==> src/rtl/riscv_pipe_pkg.sv <==
// Shared pipeline definitions: hazard FSM state encoding, NOP instruction,
// register-index width and the load-use hazard predicate.
package riscv_pipe_pkg;

   localparam int unsigned REG_IDX_W = 5;

   // The all-zero word the IF/ID register loads when flushed.
   localparam logic [31:0] NOP_INSTR = 32'h0000_0000;

   typedef enum logic {
      IDLE  = 1'b0,
      STALL = 1'b1
   } hz_state_t;

   // x0 is hardwired to zero, so a load targeting it never creates a dependency.
   function automatic logic load_use_hazard(
      input logic                 memread,
      input logic [REG_IDX_W-1:0] rd,
      input logic [REG_IDX_W-1:0] rs1,
      input logic [REG_IDX_W-1:0] rs2,
      input logic                 uses_rs2
   );
      return memread && (rd != '0) && ((rd == rs1) || (uses_rs2 && (rd == rs2)));
   endfunction

endpackage

==> src/rtl/hazard_perf_cnt.sv <==
// 32-bit saturating event counter with increment enable.
module hazard_perf_cnt (
   input  logic        clk,
   input  logic        rst_n,
   input  logic        inc,
   output logic [31:0] count
);

   always_ff @(posedge clk or negedge rst_n) begin
      if (!rst_n) begin
         count <= '0;
      end else if (inc && (count != '1)) begin
         count <= count + 32'd1;
      end
   end

endmodule

==> src/rtl/hazard_ctrl.sv <==
// Load-use stall / branch flush controller for the in-order pipeline.
// Performance counters are built only when HAZARD_PERF_CNT_EN is defined.
module hazard_ctrl
   import riscv_pipe_pkg::*;
#(
   parameter int unsigned LOAD_STALL_CYCLES = 1
) (
   input  logic                 clk,
   input  logic                 rst_n,
   input  logic                 id_ex_memread,
   input  logic [REG_IDX_W-1:0] id_ex_rd,
   input  logic [REG_IDX_W-1:0] if_id_rs1,
   input  logic [REG_IDX_W-1:0] if_id_rs2,
   input  logic                 if_id_uses_rs2,
   input  logic                 branch_taken,
   output logic                 pc_write,
   output logic                 if_id_write,
   output logic                 if_id_flush,
   output logic                 id_ex_bubble,
   output logic                 stall_active,
   output logic [31:0]          stall_cycles,
   output logic [31:0]          flush_events
);

   // The detection cycle is itself the first stall cycle, so STALL covers the rest.
   localparam logic [1:0] STALL_LOAD = 2'(LOAD_STALL_CYCLES - 1);

   hz_state_t  state;
   logic [1:0] cnt;
   logic       hz;

   assign hz = load_use_hazard(id_ex_memread, id_ex_rd, if_id_rs1, if_id_rs2, if_id_uses_rs2);

   always_ff @(posedge clk or negedge rst_n) begin
      if (!rst_n) begin
         state <= IDLE;
         cnt   <= '0;
      end else begin
         case (state)
            IDLE: begin
               if (!branch_taken && hz && (LOAD_STALL_CYCLES > 1)) begin
                  state <= STALL;
                  cnt   <= STALL_LOAD;
               end
            end
            STALL: begin
               if (branch_taken || (cnt == 2'd1)) begin
                  state <= IDLE;
                  cnt   <= '0;
               end else begin
                  cnt <= cnt - 2'd1;
               end
            end
         endcase
      end
   end

   // Gated by rst_n so outputs hold their safe values while reset is low.
   always_comb begin
      pc_write     = 1'b1;
      if_id_write  = 1'b1;
      if_id_flush  = 1'b0;
      id_ex_bubble = 1'b0;
      if (rst_n) begin
         if (branch_taken) begin
            if_id_flush  = 1'b1;
            id_ex_bubble = 1'b1;
         end else if ((state == STALL) || hz) begin
            pc_write     = 1'b0;
            if_id_write  = 1'b0;
            id_ex_bubble = 1'b1;
         end
      end
   end

   assign stall_active = rst_n && (state == STALL);

`ifdef HAZARD_PERF_CNT_EN
   hazard_perf_cnt u_stall_cnt (
      .clk   (clk),
      .rst_n (rst_n),
      .inc   (~pc_write),
      .count (stall_cycles)
   );

   hazard_perf_cnt u_flush_cnt (
      .clk   (clk),
      .rst_n (rst_n),
      .inc   (if_id_flush),
      .count (flush_events)
   );
`else
   assign stall_cycles = '0;
   assign flush_events = '0;
`endif

endmodule

==> config.mk <==
export PLATFORM = sky130hd
export DESIGN_NAME = hazard_ctrl
export DESIGN_NICKNAME = d
export VERILOG_FILES = /design/src/rtl/riscv_pipe_pkg.sv /design/src/rtl/hazard_perf_cnt.sv /design/src/rtl/hazard_ctrl.sv
export SDC_FILE = /design/constraint.sdc
export NUM_CORES = 1
export LEC_CHECK = 0
export ABC_CLOCK_PERIOD_IN_PS = 3900
export BUFFER_PORTS_ARGS = -buffer_cell sky130_fd_sc_hd__clkbuf_2
export CAP_MARGIN = 25
export CORE_MARGIN = 5
export CORE_UTILIZATION = 37
export DETAILED_ROUTE_END_ITERATION = 8
export GPL_TIMING_DRIVEN = 0
export PLACE_DENSITY_LB_ADDON = 0.05
export SYNTH_ARGS = -nofsm -noshare
export SYNTH_HDL_FRONTEND = slang
export SYNTH_SLANG_ARGS = --single-unit
==> constraint.sdc <==
create_clock -name clk -period 3.9 [get_ports clk]
set_clock_uncertainty 0.05 [all_clocks]
set_input_delay 0.975 -clock clk [delete_from_list [all_inputs] [get_ports clk]]
set_output_delay 0.975 -clock clk [all_outputs]
set_load 0.03 [all_outputs]
==> out/qor.json <==
{
  "status": {"value": "finished, final reports clean"},
  "post_route_cells_drive_above_1_share": {"value": 50.00, "unit": "%"},
  "cts_tree": {"value": "yes"},
  "timing.hold.worst.class": {"value": "flip-flop to flip-flop"},
  "grt_setup_unrepaired": {"value": "no"},
  "route.detailed.vias_per_inst": {"value": 3.143},
  "crit_start": {"value": "id_ex_rd[1]"},
  "cp.arrival": {"value": 2.38, "unit": "ns"},
  "antennaDiodeCount": {"value": 0},
  "max-cap-violations": {"value": 0},
  "startpoint_type": {"value": "primary input"},
  "drt-initial-drc-count": {"value": 14},
  "fp.dieH": {"value": 56.23, "unit": "um"},
  "yosys_warnings": {"value": 0},
  "worst-r2r-cell-count": {"value": 3},
  "cts_root_buffer": {"value": "sky130_fd_sc_hd__clkbuf_4"},
  "cts.path.max_buffers": {"value": 2},
  "final.fill_count": {"value": 200},
  "insertion_delay": {"value": 0.24, "unit": "ns"},
  "port-buffer-count": {"value": 24},
  "hold_viol": {"value": 0},
  "hold_start": {"value": "state"},
  "synthToLayoutAreaGrowth": {"value": 52.69, "unit": "%"},
  "ys_seq_elements": {"value": 3},
  "seq_area": {"value": 75.07, "unit": "um^2"},
  "worst_ep_required_time": {"value": 2.87, "unit": "ns"},
  "die_w": {"value": 56.23, "unit": "um"},
  "crit_fanout": {"value": 3},
  "routed_wire_length_per_instance": {"value": 8.415, "unit": "um"},
  "grt_start_max_net_pins": {"value": 8},
  "grt_use_total": {"value": 11.56, "unit": "%"},
  "leakage": {"value": 0.7971, "unit": "nW"},
  "cts.sinks": {"value": 3},
  "global_route.overflow_total": {"value": 0},
  "grt_pass1_vias": {"value": 634},
  "post-place-cells": {"value": 213},
  "post-synth-top-area-fraction": {"value": 61.71, "unit": "%"},
  "end_kind": {"value": "output port"},
  "timing.critical_path.to": {"value": "pc_write"},
  "critical_path_class": {"value": "primary input to output port"},
  "post_cts_setup_repair_buffer_count": {"value": 0},
  "netlist_top_cells_area": {"value": "sky130_fd_sc_hd__buf_4 62%, sky130_fd_sc_hd__xor2_1 10%, sky130_fd_sc_hd__dfrtp_1 9.5%, sky130_fd_sc_hd__and2_1 1.6%, sky130_fd_sc_hd__ha_1 1.6%"},
  "wl": {"value": 1.826, "unit": "mm"},
  "initial_utilization": {"value": 39.50, "unit": "%"},
  "vias": {"value": 682},
  "setup-tns-final": {"value": 0, "unit": "ns"},
  "drv_slew": {"value": 0},
  "cts.reportedPaths.clkPinSlew": {"value": 0.04, "unit": "ns"},
  "core-area": {"value": 2002, "unit": "um^2"},
  "post-synth-top-area-cell": {"value": "sky130_fd_sc_hd__buf_4"},
  "htree_levels": {"value": 1},
  "io_pins": {"value": 89},
  "min_period": {"value": 3.403, "unit": "ns"},
  "layout_worst_path_cycle_share": {"value": 87.27, "unit": "%"},
  "cts_repair_resize_count": {"value": 0},
  "grt_first_pass_wirelength": {"value": 2.973, "unit": "mm"},
  "final-setup-viol-count": {"value": 0},
  "syn_area_per_cell": {"value": 7.987, "unit": "um^2"},
  "hold_buffers": {"value": 0},
  "floorplan.rows": {"value": 16},
  "synth_sequential_area_ratio": {"value": 9.494, "unit": "%"},
  "instances_no_fill": {"value": 217},
  "final_net_count": {"value": 212},
  "vdd_drop_max": {"value": 0.0002000, "unit": "V"},
  "drt.antenna.violating_nets": {"value": 0},
  "reg2reg_from": {"value": "cnt[0]"},
  "tritoncts.num_buffers": {"value": 3},
  "drcViolationCount": {"value": 0},
  "multiInputGateArea": {"value": 456.7, "unit": "um^2"},
  "ys_types": {"value": 20},
  "synth_cells": {"value": 99},
  "place.detailed.hpwl": {"value": 1.776, "unit": "mm"},
  "grt_antenna_before_repair": {"value": 0},
  "design.die.area": {"value": 3162, "unit": "um^2"},
  "power_density": {"value": 216.8, "unit": "nW/um^2"},
  "drt_first_pass_iters": {"value": 4},
  "reg2reg_setup_slack": {"value": 2.77, "unit": "ns"},
  "achievable-frequency": {"value": 293.8, "unit": "MHz"},
  "netlist_area": {"value": 790.8, "unit": "um^2"},
  "globalplace.congestion": {"value": 0.7112},
  "reg2reg_to": {"value": "cnt[0]"}
}
[layout make-up]
type / instances / area share, %
buffer: 65 / 40.41
multi-input combinational: 92 / 37.82
timing repair buffer: 24 / 9.948
sequential: 3 / 6.218
tap: 27 / 2.798
clock buffer: 4 / 2.176
inverter: 2 / 0.6218
[cells by family after synthesis]
group | after synthesis | share of synthesized area [%]
buffers and inverters | 67 | 62.66
XOR/XNOR | 10 | 11.08
AND/OR/NAND/NOR | 10 | 7.279
AO/OA/AOI/OAI | 6 | 6.013
flip-flops | 3 | 9.493
adder cells (fa/ha/maj) | 1 | 1.582
other | 1 | 0.4742
multiplexers | 1 | 1.424
[worst min path at each step]
stage,endpoint,slack (ns),cells past startpoint
after detailed placement,cnt[1],0.47,1
after floorplan,cnt[1],0.42,1
final,cnt[1],0.48,1
after CTS,cnt[1],0.48,1
after global routing,cnt[0],0.51,1
after global placement,cnt[1],0.46,2
[layer usage]
metal	track usage (%)	vias to the layer above	part of all wire, %
met4	4.068	0	1.0
met2	21.70	47	52
met3	3.248	2	12
met5	0	-	0
li1	-	367	-
met1	12.05	266	35
[sequential cells by signal, summed over array words and instances (netlist names)]
name   count
cnt        2
state      1
[report_power, final]
part	internal, mW	total [mW]	switching, mW	leakage (nW)
registers	0.0341	0.0354	0.00129	0.0386
clock network	0.0385	0.0566	0.0181	0.0150
logic	0.0613	0.170	0.109	0.743
[layout by cell type (no fill, tap or decap), types with 2 or more instances in the layout]
master and instances:
sky130_fd_sc_hd__inv_1 2, sky130_fd_sc_hd__xor2_1 9, sky130_fd_sc_hd__dfrtp_1 3, sky130_fd_sc_hd__o21ai_0 2
sky130_fd_sc_hd__clkbuf_2 24, sky130_fd_sc_hd__nor3_1 2, sky130_fd_sc_hd__nor2_1 2, sky130_fd_sc_hd__buf_4 65
sky130_fd_sc_hd__conb_1 64, sky130_fd_sc_hd__and2_1 2, sky130_fd_sc_hd__clkbuf_4 3
[through the flow]
stage	worst slack [ns]	power (mW)	hold slack (ns)	cell area [um^2]	util [%]
floorplan	0.3605	0.1840	0.4220	1027	-
global placement	0.4990	0.2008	0.4564	1181	59.00
detailed placement	0.4824	0.2022	0.4744	1181	59.00
CTS	0.4765	0.2600	0.4807	1207	60.31
global route	0.4363	0.2784	0.5052	1207	60.31
finish	0.4967	0.2618	0.4785	1207	60.31
[worst max-delay path: stages]
cell                        delay (ns)
sky130_fd_sc_hd__clkbuf_2         0.11
sky130_fd_sc_hd__or4_4            0.56
sky130_fd_sc_hd__o211ai_2         0.15
sky130_fd_sc_hd__a2bb2oi_1        0.25
sky130_fd_sc_hd__buf_4            0.15
sky130_fd_sc_hd__clkbuf_2         0.19
[synth_stat cells (all sizes together)]
cell type,count
buf,65
xor2,9
dfrtp,3
and2,2
inv,2
nor2,2
nor3,2
o211ai,2
o21ai,2
a2bb2oi,1
a32oi,1
conb,1
ha,1
mux2,1
nand2,1
nor2b,1
nor4,1
or4,1
xnor2,1
Power figures use the tool's default switching activity.
